`src/rtl/dsp_brr_encoder_if.sv`:
```
// Sample stream and ARAM write bus of dsp_brr_encoder.
// Handshake: a sample transfers on a rising clock edge where sample_valid and
// sample_ready are both 1; sample_in and sample_last are meaningful only while
// sample_valid is 1, and the source holds them until the transfer happens.
// The RAM side has no ready: every cycle with ram_write_request=1 writes
// ram_write_data to ram_address.
interface dsp_brr_encoder_if;
    logic [15:0] sample_in;
    logic        sample_valid;
    logic        sample_last;
    logic        sample_ready;
    logic [15:0] ram_address;
    logic [7:0]  ram_write_data;
    logic        ram_write_request;

    // PCM source / ARAM side
    modport master (
        output sample_in, sample_valid, sample_last,
        input  sample_ready, ram_address, ram_write_data, ram_write_request
    );

    // encoder side
    modport slave (
        input  sample_in, sample_valid, sample_last,
        output sample_ready, ram_address, ram_write_data, ram_write_request
    );
endinterface

```
`src/rtl/dsp_brr_encoder.sv`:
```
// Streaming BRR encoder: collects 16 signed PCM samples, picks a shift (and
// optionally a filter), then writes a 9-byte block (header + 8 nibble-pair
// bytes) to ARAM, one byte per cycle.
// Optional feature macro: BRR_ENC_FILTER1_EN enables filter-1 (15/16
// predictor) selection and closed-loop quantisation; without it every block
// uses filter 0.
module dsp_brr_encoder #(
    parameter int MAX_SHIFT   = 12,
    parameter int BLOCK_SAMPS = 16
) (
    input  logic              clock,
    input  logic              reset,
    input  logic              start,
    input  logic [15:0]       start_address,
    input  logic              loop_enable,
    dsp_brr_encoder_if.slave  bus,
    output logic              block_done,
    output logic              reached_end,
    output logic [3:0]        state
);

    typedef enum logic [3:0] {
        ST_IDLE         = 4'd0,
        ST_COLLECT      = 4'd1,
        ST_PAD          = 4'd2,
        ST_ANALYZE      = 4'd3,
        ST_WRITE_HEADER = 4'd4,
        ST_WRITE_DATA   = 4'd5,
        ST_END          = 4'd6
    } state_t;

    localparam logic [3:0] LAST_IDX = 4'(BLOCK_SAMPS - 1);

    state_t state_q, state_d;

    logic [15:0]        ptr;
    logic               loop_en;
    logic               end_flag;
    logic [3:0]         idx;
    logic [2:0]         k;
    logic signed [15:0] buffer [0:BLOCK_SAMPS-1];
    logic [3:0]         shift0_run;
    logic [3:0]         blk_shift;
    logic [1:0]         blk_filter;

    logic               xfer;
    logic               store_en;
    logic signed [15:0] store_val;
    logic signed [15:0] x_even, x_odd;
    logic [3:0]         q_even, q_odd;

    // Smallest shift in 0..MAX_SHIFT that brings r into the 4-bit signed range.
    function automatic logic [3:0] shift_of(input logic signed [16:0] r);
        logic [3:0]         res;
        logic signed [16:0] t;
        res = 4'(MAX_SHIFT);
        for (int s = MAX_SHIFT; s >= 0; s--) begin
            t = r >>> s;
            if (t >= -17'sd8 && t <= 17'sd7) res = 4'(s);
        end
        return res;
    endfunction

    function automatic logic [3:0] max4(input logic [3:0] a, input logic [3:0] b);
        return (a > b) ? a : b;
    endfunction

`ifdef BRR_ENC_FILTER1_EN
    logic [3:0]         shift1_run;
    logic signed [15:0] raw_prev;
    logic signed [15:0] recon_prev;
    logic               first_blk;
    logic signed [16:0] pred_raw, pred_even, pred_odd;
    logic signed [15:0] recon_mid, recon_next;

    // p*15/16 with the division truncating toward zero.
    function automatic logic signed [16:0] pred_of(input logic signed [15:0] p);
        logic signed [20:0] m;
        m = {{5{p[15]}}, p} * 21'sd15;
        if (m < 0) m = m + 21'sd15;
        return 17'(m >>> 4);
    endfunction

    // Residual against the prediction, shifted and clamped to a nibble.
    function automatic logic [3:0] quant(input logic signed [15:0] x,
                                         input logic signed [16:0] pred,
                                         input logic [3:0] sh);
        logic signed [16:0] d;
        d = $signed({x[15], x}) - pred;
        d = d >>> sh;
        if (d > 17'sd7)  return 4'h7;
        if (d < -17'sd8) return 4'h8;
        return d[3:0];
    endfunction

    // Decoder-side reconstruction of one sample, wrapped to 16 bits.
    function automatic logic signed [15:0] recon(input logic [3:0] q,
                                                 input logic signed [16:0] pred,
                                                 input logic [3:0] sh);
        logic signed [16:0] v;
        v = $signed({{13{q[3]}}, q}) <<< sh;
        v = v + pred;
        return v[15:0];
    endfunction

    assign pred_raw = pred_of(raw_prev);

    // Two chained closed-loop quantise/reconstruct steps per data byte.
    always_comb begin
        pred_even  = blk_filter[0] ? pred_of(recon_prev) : 17'sd0;
        q_even     = quant(x_even, pred_even, blk_shift);
        recon_mid  = recon(q_even, pred_even, blk_shift);
        pred_odd   = blk_filter[0] ? pred_of(recon_mid) : 17'sd0;
        q_odd      = quant(x_odd, pred_odd, blk_shift);
        recon_next = recon(q_odd, pred_odd, blk_shift);
    end
`else
    assign blk_filter = 2'b00;

    // Filter 0: floor shift of the raw sample always fits the nibble.
    always_comb begin
        q_even = 4'(x_even >>> blk_shift);
        q_odd  = 4'(x_odd >>> blk_shift);
    end
`endif

    assign xfer      = (state_q == ST_COLLECT) && bus.sample_valid;
    assign store_en  = xfer || (state_q == ST_PAD);
    assign store_val = (state_q == ST_COLLECT) ? bus.sample_in : 16'sd0;
    assign x_even    = buffer[{k, 1'b0}];
    assign x_odd     = buffer[{k, 1'b1}];
    assign state     = state_q;

    // State register.
    always_ff @(posedge clock) begin
        if (reset) state_q <= ST_IDLE;
        else       state_q <= state_d;
    end

    // Next-state logic.
    always_comb begin
        state_d = state_q;
        case (state_q)
            ST_IDLE, ST_END: if (start) state_d = ST_COLLECT;
            ST_COLLECT: begin
                if (xfer && (bus.sample_last || idx == LAST_IDX))
                    state_d = (idx == LAST_IDX) ? ST_ANALYZE : ST_PAD;
            end
            ST_PAD:          if (idx == LAST_IDX) state_d = ST_ANALYZE;
            ST_ANALYZE:      state_d = ST_WRITE_HEADER;
            ST_WRITE_HEADER: state_d = ST_WRITE_DATA;
            ST_WRITE_DATA:   if (k == 3'd7) state_d = end_flag ? ST_END : ST_COLLECT;
            default:         state_d = ST_IDLE;
        endcase
    end

    // Outputs decoded from the current state.
    always_comb begin
        bus.sample_ready      = 1'b0;
        bus.ram_write_request = 1'b0;
        bus.ram_address       = 16'd0;
        bus.ram_write_data    = 8'd0;
        block_done            = 1'b0;
        case (state_q)
            ST_COLLECT: bus.sample_ready = 1'b1;
            ST_WRITE_HEADER: begin
                bus.ram_write_request = 1'b1;
                bus.ram_address       = ptr;
                bus.ram_write_data    = {blk_shift, blk_filter, end_flag & loop_en, end_flag};
            end
            ST_WRITE_DATA: begin
                bus.ram_write_request = 1'b1;
                bus.ram_address       = ptr + 16'd1 + {13'd0, k};
                bus.ram_write_data    = {q_even, q_odd};
                block_done            = (k == 3'd7);
            end
            default: ;
        endcase
    end

    // Block datapath: sample buffer, running shift, write pointer, flags.
    always_ff @(posedge clock) begin
        if (reset) begin
            ptr         <= 16'd0;
            loop_en     <= 1'b0;
            end_flag    <= 1'b0;
            idx         <= 4'd0;
            k           <= 3'd0;
            shift0_run  <= 4'd0;
            blk_shift   <= 4'd0;
            reached_end <= 1'b0;
            for (int i = 0; i < BLOCK_SAMPS; i++) buffer[i] <= 16'sd0;
`ifdef BRR_ENC_FILTER1_EN
            shift1_run  <= 4'd0;
            raw_prev    <= 16'sd0;
            recon_prev  <= 16'sd0;
            first_blk   <= 1'b1;
            blk_filter  <= 2'b00;
`endif
        end else begin
            case (state_q)
                ST_IDLE, ST_END: begin
                    if (start) begin
                        ptr         <= start_address;
                        loop_en     <= loop_enable;
                        end_flag    <= 1'b0;
                        idx         <= 4'd0;
                        shift0_run  <= 4'd0;
                        reached_end <= 1'b0;
`ifdef BRR_ENC_FILTER1_EN
                        shift1_run  <= 4'd0;
                        raw_prev    <= 16'sd0;
                        recon_prev  <= 16'sd0;
                        first_blk   <= 1'b1;
`endif
                    end
                end
                ST_ANALYZE: begin
`ifdef BRR_ENC_FILTER1_EN
                    if (!first_blk && shift1_run < shift0_run) begin
                        blk_filter <= 2'b01;
                        blk_shift  <= shift1_run;
                    end else begin
                        blk_filter <= 2'b00;
                        blk_shift  <= shift0_run;
                    end
`else
                    blk_shift <= shift0_run;
`endif
                end
                ST_WRITE_HEADER: k <= 3'd0;
                ST_WRITE_DATA: begin
                    k <= k + 3'd1;
`ifdef BRR_ENC_FILTER1_EN
                    recon_prev <= recon_next;
`endif
                    if (k == 3'd7) begin
                        ptr        <= ptr + 16'd9;
                        idx        <= 4'd0;
                        shift0_run <= 4'd0;
`ifdef BRR_ENC_FILTER1_EN
                        shift1_run <= 4'd0;
                        first_blk  <= 1'b0;
`endif
                        if (end_flag) reached_end <= 1'b1;
                    end
                end
                default: ;
            endcase

            if (store_en) begin
                buffer[idx] <= store_val;
                idx         <= idx + 4'd1;
                shift0_run  <= max4(shift0_run, shift_of({store_val[15], store_val}));
`ifdef BRR_ENC_FILTER1_EN
                shift1_run  <= max4(shift1_run,
                                    shift_of($signed({store_val[15], store_val}) - pred_raw));
                raw_prev    <= store_val;
`endif
                if (xfer && bus.sample_last) end_flag <= 1'b1;
            end
        end
    end

endmodule

```
`src/flat_wrapper.sv`:
```
// flat-port wrapper written by rule: the top's interface ports become plain ports
module dsp_brr_encoder_flat 
#(
    parameter int MAX_SHIFT   = 12,
    parameter int BLOCK_SAMPS = 16
)
  (clock, reset, start, start_address, loop_enable, block_done, reached_end, state, bus_sample_in, bus_sample_valid, bus_sample_last, bus_sample_ready, bus_ram_address, bus_ram_write_data, bus_ram_write_request);
  dsp_brr_encoder_if bus_i ();
  input  logic clock;
  input  logic reset;
  input  logic start;
  input  logic [15:0] start_address;
  input  logic loop_enable;
  output logic block_done;
  output logic reached_end;
  output logic [3:0] state;
  input wire logic [$bits(bus_i.sample_in)-1:0] bus_sample_in;
  input wire logic [$bits(bus_i.sample_valid)-1:0] bus_sample_valid;
  input wire logic [$bits(bus_i.sample_last)-1:0] bus_sample_last;
  output wire logic [$bits(bus_i.sample_ready)-1:0] bus_sample_ready;
  output wire logic [$bits(bus_i.ram_address)-1:0] bus_ram_address;
  output wire logic [$bits(bus_i.ram_write_data)-1:0] bus_ram_write_data;
  output wire logic [$bits(bus_i.ram_write_request)-1:0] bus_ram_write_request;
  assign bus_i.sample_in = bus_sample_in;
  assign bus_i.sample_valid = bus_sample_valid;
  assign bus_i.sample_last = bus_sample_last;
  assign bus_sample_ready = bus_i.sample_ready;
  assign bus_ram_address = bus_i.ram_address;
  assign bus_ram_write_data = bus_i.ram_write_data;
  assign bus_ram_write_request = bus_i.ram_write_request;
  dsp_brr_encoder #(.MAX_SHIFT(MAX_SHIFT), .BLOCK_SAMPS(BLOCK_SAMPS)) u_core (.clock(clock), .reset(reset), .start(start), .start_address(start_address), .loop_enable(loop_enable), .bus(bus_i), .block_done(block_done), .reached_end(reached_end), .state(state));
endmodule
```
`config.mk`:
```
export PLATFORM = sky130hd
export DESIGN_NAME = dsp_brr_encoder_flat
export DESIGN_NICKNAME = d
export VERILOG_FILES = /design/src/rtl/dsp_brr_encoder_if.sv /design/src/rtl/dsp_brr_encoder.sv /design/src/flat_wrapper.sv
export SDC_FILE = /design/constraint.sdc
export NUM_CORES = 1
export LEC_CHECK = 0
export ABC_AREA = 1
export CAP_MARGIN = 20
export CORE_MARGIN = 2
export CORE_UTILIZATION = 30
export DETAILED_ROUTE_END_ITERATION = 16
export HOLD_SLACK_MARGIN = 0.08
export PLACE_DENSITY = 0.45
export SETUP_SLACK_MARGIN = 0.02
export SLEW_MARGIN = 0
export SYNTH_ARGS = -nofsm -noshare
export SYNTH_HDL_FRONTEND = slang
export SYNTH_SLANG_ARGS = --single-unit
```
`constraint.sdc`:
```
create_clock -name clock -period 8.31 [get_ports clock]
set_clock_uncertainty 0.2 [all_clocks]
set_input_delay 0.831 -clock clock [delete_from_list [all_inputs] [get_ports clock]]
set_output_delay 0.831 -clock clock [all_outputs]
set_load 0.02 [all_outputs]
```
# After elaboration in Yosys (flattened, before gate mapping)
# Memory sizes are Yosys's and may differ from the RTL's. A register that Yosys moved wholly into a read port is not among the register bits.
# Cells that the tools add are included.
[word_totals] mem_bits_rw=256 romBits=0 mem_count=1 latchBits=0 regBits=38 wordCells=146
[classes] n_reduce_logical=30 n_mux=57 n_eq_ne=16 shifts=2 addsub=5 n_mul=0 div=0 bitwise_logic=1 order_cmp=25
[mem_list] name="u_core.buffer" depth=16 word_bits=16 read_ports=2 rd_ports_with_merged_regs=2 write_ports=16 line="dsp_brr_encoder.sv:41" rtl="logic signed [15:0] buffer [0:BLOCK_SAMPS-1];"
[ops] cell="4-bit two-way mux" n=24
[ops] cell="16-bit two-way mux" n=4
[ops] cell="16-bit case mux with 2 select lines" n=2
[ops] cell="16-bit by 4-bit >>> shifter with 4-bit output" n=2
[ops] cell="4-bit case mux with 6 select lines" n=1
[ops] cell="1-bit two-way mux" n=17
[ops] cell="16-bit by 1-bit adder with 16-bit output, second input constant" n=1
[ops] cell="16-bit by 3-bit adder with 16-bit output" n=1
[ops] cell="16-bit by 4-bit adder with 16-bit output, second input constant" n=1
[ops] cell="16-bit by 4-bit >= comparator with 1-bit output, second input constant" n=1
[ops] cell="16-bit by 4-bit less-or-equal comparator with 1-bit output, second input constant" n=1
[ops] cell="8-bit case mux with 2 select lines" n=1
[ops] cell="16-bit OR reduction" n=1
[ops] cell="15-bit by 4-bit >= comparator with 1-bit output, second input constant" n=1
[ops] cell="15-bit by 4-bit less-or-equal comparator with 1-bit output, second input constant" n=1
[ops] cell="1-bit logical AND" n=15
[ops] cell="3-bit two-way mux" n=5
[ops] cell="14-bit by 4-bit >= comparator with 1-bit output, second input constant" n=1
[ops] cell="14-bit by 4-bit less-or-equal comparator with 1-bit output, second input constant" n=1
[ops] cell="13-bit by 4-bit >= comparator with 1-bit output, second input constant" n=1
[ops] cell="13-bit by 4-bit less-or-equal comparator with 1-bit output, second input constant" n=1
[ops] cell="4-bit by 3-bit equality test with 1-bit output, second input constant" n=3
[ops] cell="12-bit by 4-bit >= comparator with 1-bit output, second input constant" n=1
[ops] cell="12-bit by 4-bit less-or-equal comparator with 1-bit output, second input constant" n=1
[ops] cell="other kinds (37)" n=48

# Longest topological paths before layout
[depth] ltp_word=21 depth_mapped=25

# Least setup slack after synthesis
# No wires, ideal clock.
[synth_path] path_kind="input -> register" from="input bus_sample_in[12]" to="register u_core.shift0_run[0]" arrival_ns=2.893 t_required_ns=7.978 setup_ns=0.132 cell_stages=20 slack_ns=5.085 path_cell_list="nand4_1 nor2_1 nand3_1 nor2_1 nand3_1 nor2_1 nand2_1 nand2_1 o21ai_1 and2_1 inv_1 ha_1 inv_1 nor2_1 o21ai_0 a32oi_1 nor2_1 nor2_1 nand2_1 a21oi_1"
[synth_between] elab_chain_len=20 elab_cells_between_ends=56 cone_classes="order compare (25); eq/ne (1); mux (17); reduce/logical (13)"
[synth_lines] item="start, declared" line="flat_wrapper.sv:17" rtl="input wire logic [$bits(bus_i.sample_in)-1:0] bus_sample_in;"
[synth_lines] item="16-bit two-way mux (*)" line="dsp_brr_encoder.sv:129" rtl="assign store_val = (state_q == ST_COLLECT) ? bus.sample_in : 16'sd0;"
[synth_lines] item="5-bit by 4-bit >= comparator with 1-bit output or 5-bit by 4-bit less-or-equal comparator with 1-bit output (tied branches)" line="dsp_brr_encoder.sv:59" rtl="if (t >= -17'sd8 && t <= 17'sd7) res = 4'(s);"
[synth_lines] item="1-bit logical AND" line="dsp_brr_encoder.sv:59"
[synth_lines] item="3-bit two-way mux (4 in a row)" line="dsp_brr_encoder.sv:59"
[synth_lines] item="4-bit two-way mux (7 in a row)" line="dsp_brr_encoder.sv:59"
[synth_lines] item="4-bit two-way mux (*)" line="dsp_brr_encoder.sv:59"
[synth_lines] item="4-bit two-way mux (*)" line="dsp_brr_encoder.sv:251" rtl="if (store_en) begin"
[synth_lines] item="4-bit two-way mux (*)" line="dsp_brr_encoder.sv:183" rtl="if (reset) begin"
[synth_lines] item="4-bit > comparator" line="dsp_brr_encoder.sv:65" rtl="return (a > b) ? a : b;"
[synth_lines] item="2-bit != test (no source line)"
[synth_lines] item="4-bit AND reduction (no source line)"
[synth_lines] item="end signal, assigned" line="dsp_brr_encoder.sv:254" rtl="shift0_run <= max4(shift0_run, shift_of({store_val[15], store_val}));"
[synth_lines] item="end, declared" line="dsp_brr_encoder.sv:42" rtl="logic [3:0] shift0_run;"
# Mark *: on every way between the ends. The rest lies on a longest branch, timed or not. The select of a mux whose other input is x is not followed.
# A chain may end at the register's enable or synchronous reset.

==> reports/results.ini <==
[timing]
period_share_pct = 67.6
fmax_mhz = 178
hold_viol = 0
tns_ns = 0
tightestPinTransition_ns = 1.06
post-route-min-period_ns = 5.62
grt_setup_unrepaired = false
setup_viol = 0
setup_slack_ns = 2.69
slew_viol_final = 0
relSlewSlack_pct = 29.2

[synth]
ys_seq_elements = 296
synth_nets = 1857
synth.distinct_cells = 48
synth_area_mm2 = 0.0153
synthTopCellsByArea = edfxtp_1 (50%), nor2_1 (12%), o21ai_0 (7.3%)
syn_avg_cell_area_um2 = 8.50
synth_edf_count = 256
synth_ff_type = edfxtp_1
syn_inst = 1803
synth_top_area_cell = edfxtp_1
ys_warn_count = 0
synth_top_cell_area_share_pct = 50.2
ys_seq_area_share_pct = 55.4
async_flop_share_pct = 0

[floorplan]
die_y_um = 230
start_util_pct = 30.5
core_mm2 = 0.0503
rows = 82
die_area_mm2 = 0.0529
io_pins = 70
fp.dieW_um = 230

[worst_setup_path]
critical_path_peak_fanout = 53
path_cells = clkinv_2 > buf_4 > o21ai_0 > o21ai_0 > mux2i_1 > o21ai_0 > nand2_1 > nand3_1 > nand2_1 > nand2_1 > nand3_1 > o21ai_0 > clkdlybuf4s50_1
startpoint_type = flip-flop
critPathKind = reg -> out
endpoint_kind = output port
cp_slowest_cell = clkinv_2
cpMostUsedCell = o21ai_0
critical_path.max_stage_delay_ns = 0.75
required_ns = 7.28
cp.arrival_ns = 4.59

[grt]
grt_max_degree = 79
grtUsageTotal_pct = 19.2
grt_first_pass_wirelength_mm = 77.5
antenna_found_initial = 0
grt-ovfl-total = 0
grt_pass1_vias = 12337

[clock_network]
root_buffer = clkbuf_16
clk_path_buf_depth = 3
cts_sinks = 296
cts_tree = done
clk_latency_ns = 0.56
cts_resized = 0
post-cts-setup-buffers = 0
cts_hold_buf = 0
path_clk_slew_ns = 0.06
numCtsBuffers = 37
htreeDepth = 2

[drt]
routedWlPerCell_um = 20.3
drc = 0
drt_pass1_iterations = 6
first_iter_violations = 1205
vias_per_cell = 5.05
ant_nets = 0
wl_mm = 50.8
vias = 12624

[placed_design]
gp_congestion = 0.843
port_buffers = 68
dp_hpwl_mm = 31.9
place_ws_ns = 3.17
placed_area_mm2 = 0.0164

[finish]
fin_nets = 1858
final_area_mm2 = 0.0176
diodes = 0
drive_gt1_share_pct = 6.62
area_delta_synth_final_pct = 14.6

[power_and_ir_drop]
irDropWorstVdd_mv = 0.119
powerDensity_mw_per_mm2 = 247
power.leakage_nw = 6.31

[min_path]
min_path_type = reg -> reg

[outcome]
status = finished, final reports clean

[flow_run]
drv_cap = 0

## per-layer routing
layer	wire length, um	track usage [%]	share of wire [%]
met1	23500	27.1	46
met2	23600	30.9	47
met3	2580	2.95	5.1
met4	1060	4.84	2.1
met5	0	0	0
## layout make-up
type                    instances  area (um2)
inverters                      96         362
multi-input cells            1293        5970
clock buffers                  54        1060
well taps                     672         841
clock inverters                 9        55.1
flip-flops and latches        296        8490
repair buffers                 80         778
fillers                      5269       32700
## kinds of logic after synthesis
logic type / synth area share (%)
mux: 0.131
other cells: 0.0245
xor+xnor: 0.514
compound gates: 13.1
buf+inv: 5.72
flops: 55.4
simple gates: 23.8
fa+ha+maj: 1.36
## Yosys cell counts (all sizes together) (3+ instances only)
cell,n
o31ai,3
a21oi,42
clkinv,4
a211oi,5
dfxtp,40
clkbuf,68
o211ai,25
inv,92
nor2,521
nor3,6
a31oi,5
buf,50
nand2,295
o22ai,27
ha,15
nand3,71
o221ai,6
edfxtp,256
xor2,8
a221oi,3
o21ai,237
nand4,7
## placed cells by master (no fill, tap or decap), types with 38 or more instances in the layout
master and count:
nand2_1 274, nor2_1 509, nand3_1 69, clkdlybuf4s50_1 68, clkbuf_16 38, o21ai_0 223
inv_1 74, edfxtp_1 256, a21oi_1 41, dfxtp_1 38
## worst max-delay path, delay by kind of cell (launching register included)
kind | cells | cell delay (ns)
flip-flops | 1 | 0.70
multiplexers | 1 | 0.22
AO/OA/AOI/OAI | 4 | 0.71
buffers and inverters | 3 | 1.92
AND/OR/NAND/NOR | 5 | 0.42
## final timing paths
kind	from	endpoint	slack [ns]	depth (start not counted)
worst max register to register	u_core.state[1]	u_core.shift0_run[1]	4.22	21
worst min register to register	u_core.shift0_run[0]	u_core.shift0_run[0]	0.27	2
worst min-delay path	u_core.shift0_run[0]	u_core.shift0_run[0]	0.27	2
worst max-delay path	flip-flop	bus_ram_write_data[7]	2.69	13
## per-stage QoR
stage / util [%] / power (mW) / hold WS, ns / std cells
floorplan: - / 2.53 / 0.244 / 1803
global placement: 32.7 / 2.84 / 0.258 / 2436
detailed placement: 32.7 / 2.84 / 0.262 / 2436
CTS: 34.9 / 4.37 / 0.270 / 2499
global route: 34.9 / 4.57 / 0.313 / 2500
finish: 34.9 / 4.34 / 0.269 / 2500
## power by group
part           internal [mW]  switching [mW]
Combinational          0.282           0.697
Clock                  0.883           0.646
Sequential              1.73           0.108
## state kept, by name, summed over array words and instances (netlist names), named ones only
| signal | cells |
|---|---|
| u_core.buffer | 256 |
| u_core.ptr | 16 |
| u_core.blk_shift | 4 |
| u_core.idx | 4 |
| u_core.shift0_run | 4 |
| u_core.k | 3 |
| u_core.state | 3 |
| u_core.end_flag | 1 |
| u_core.loop_en | 1 |
| u_core.reached_end | 1 |
No activity file was read; power rests on OpenSTA's default activity.
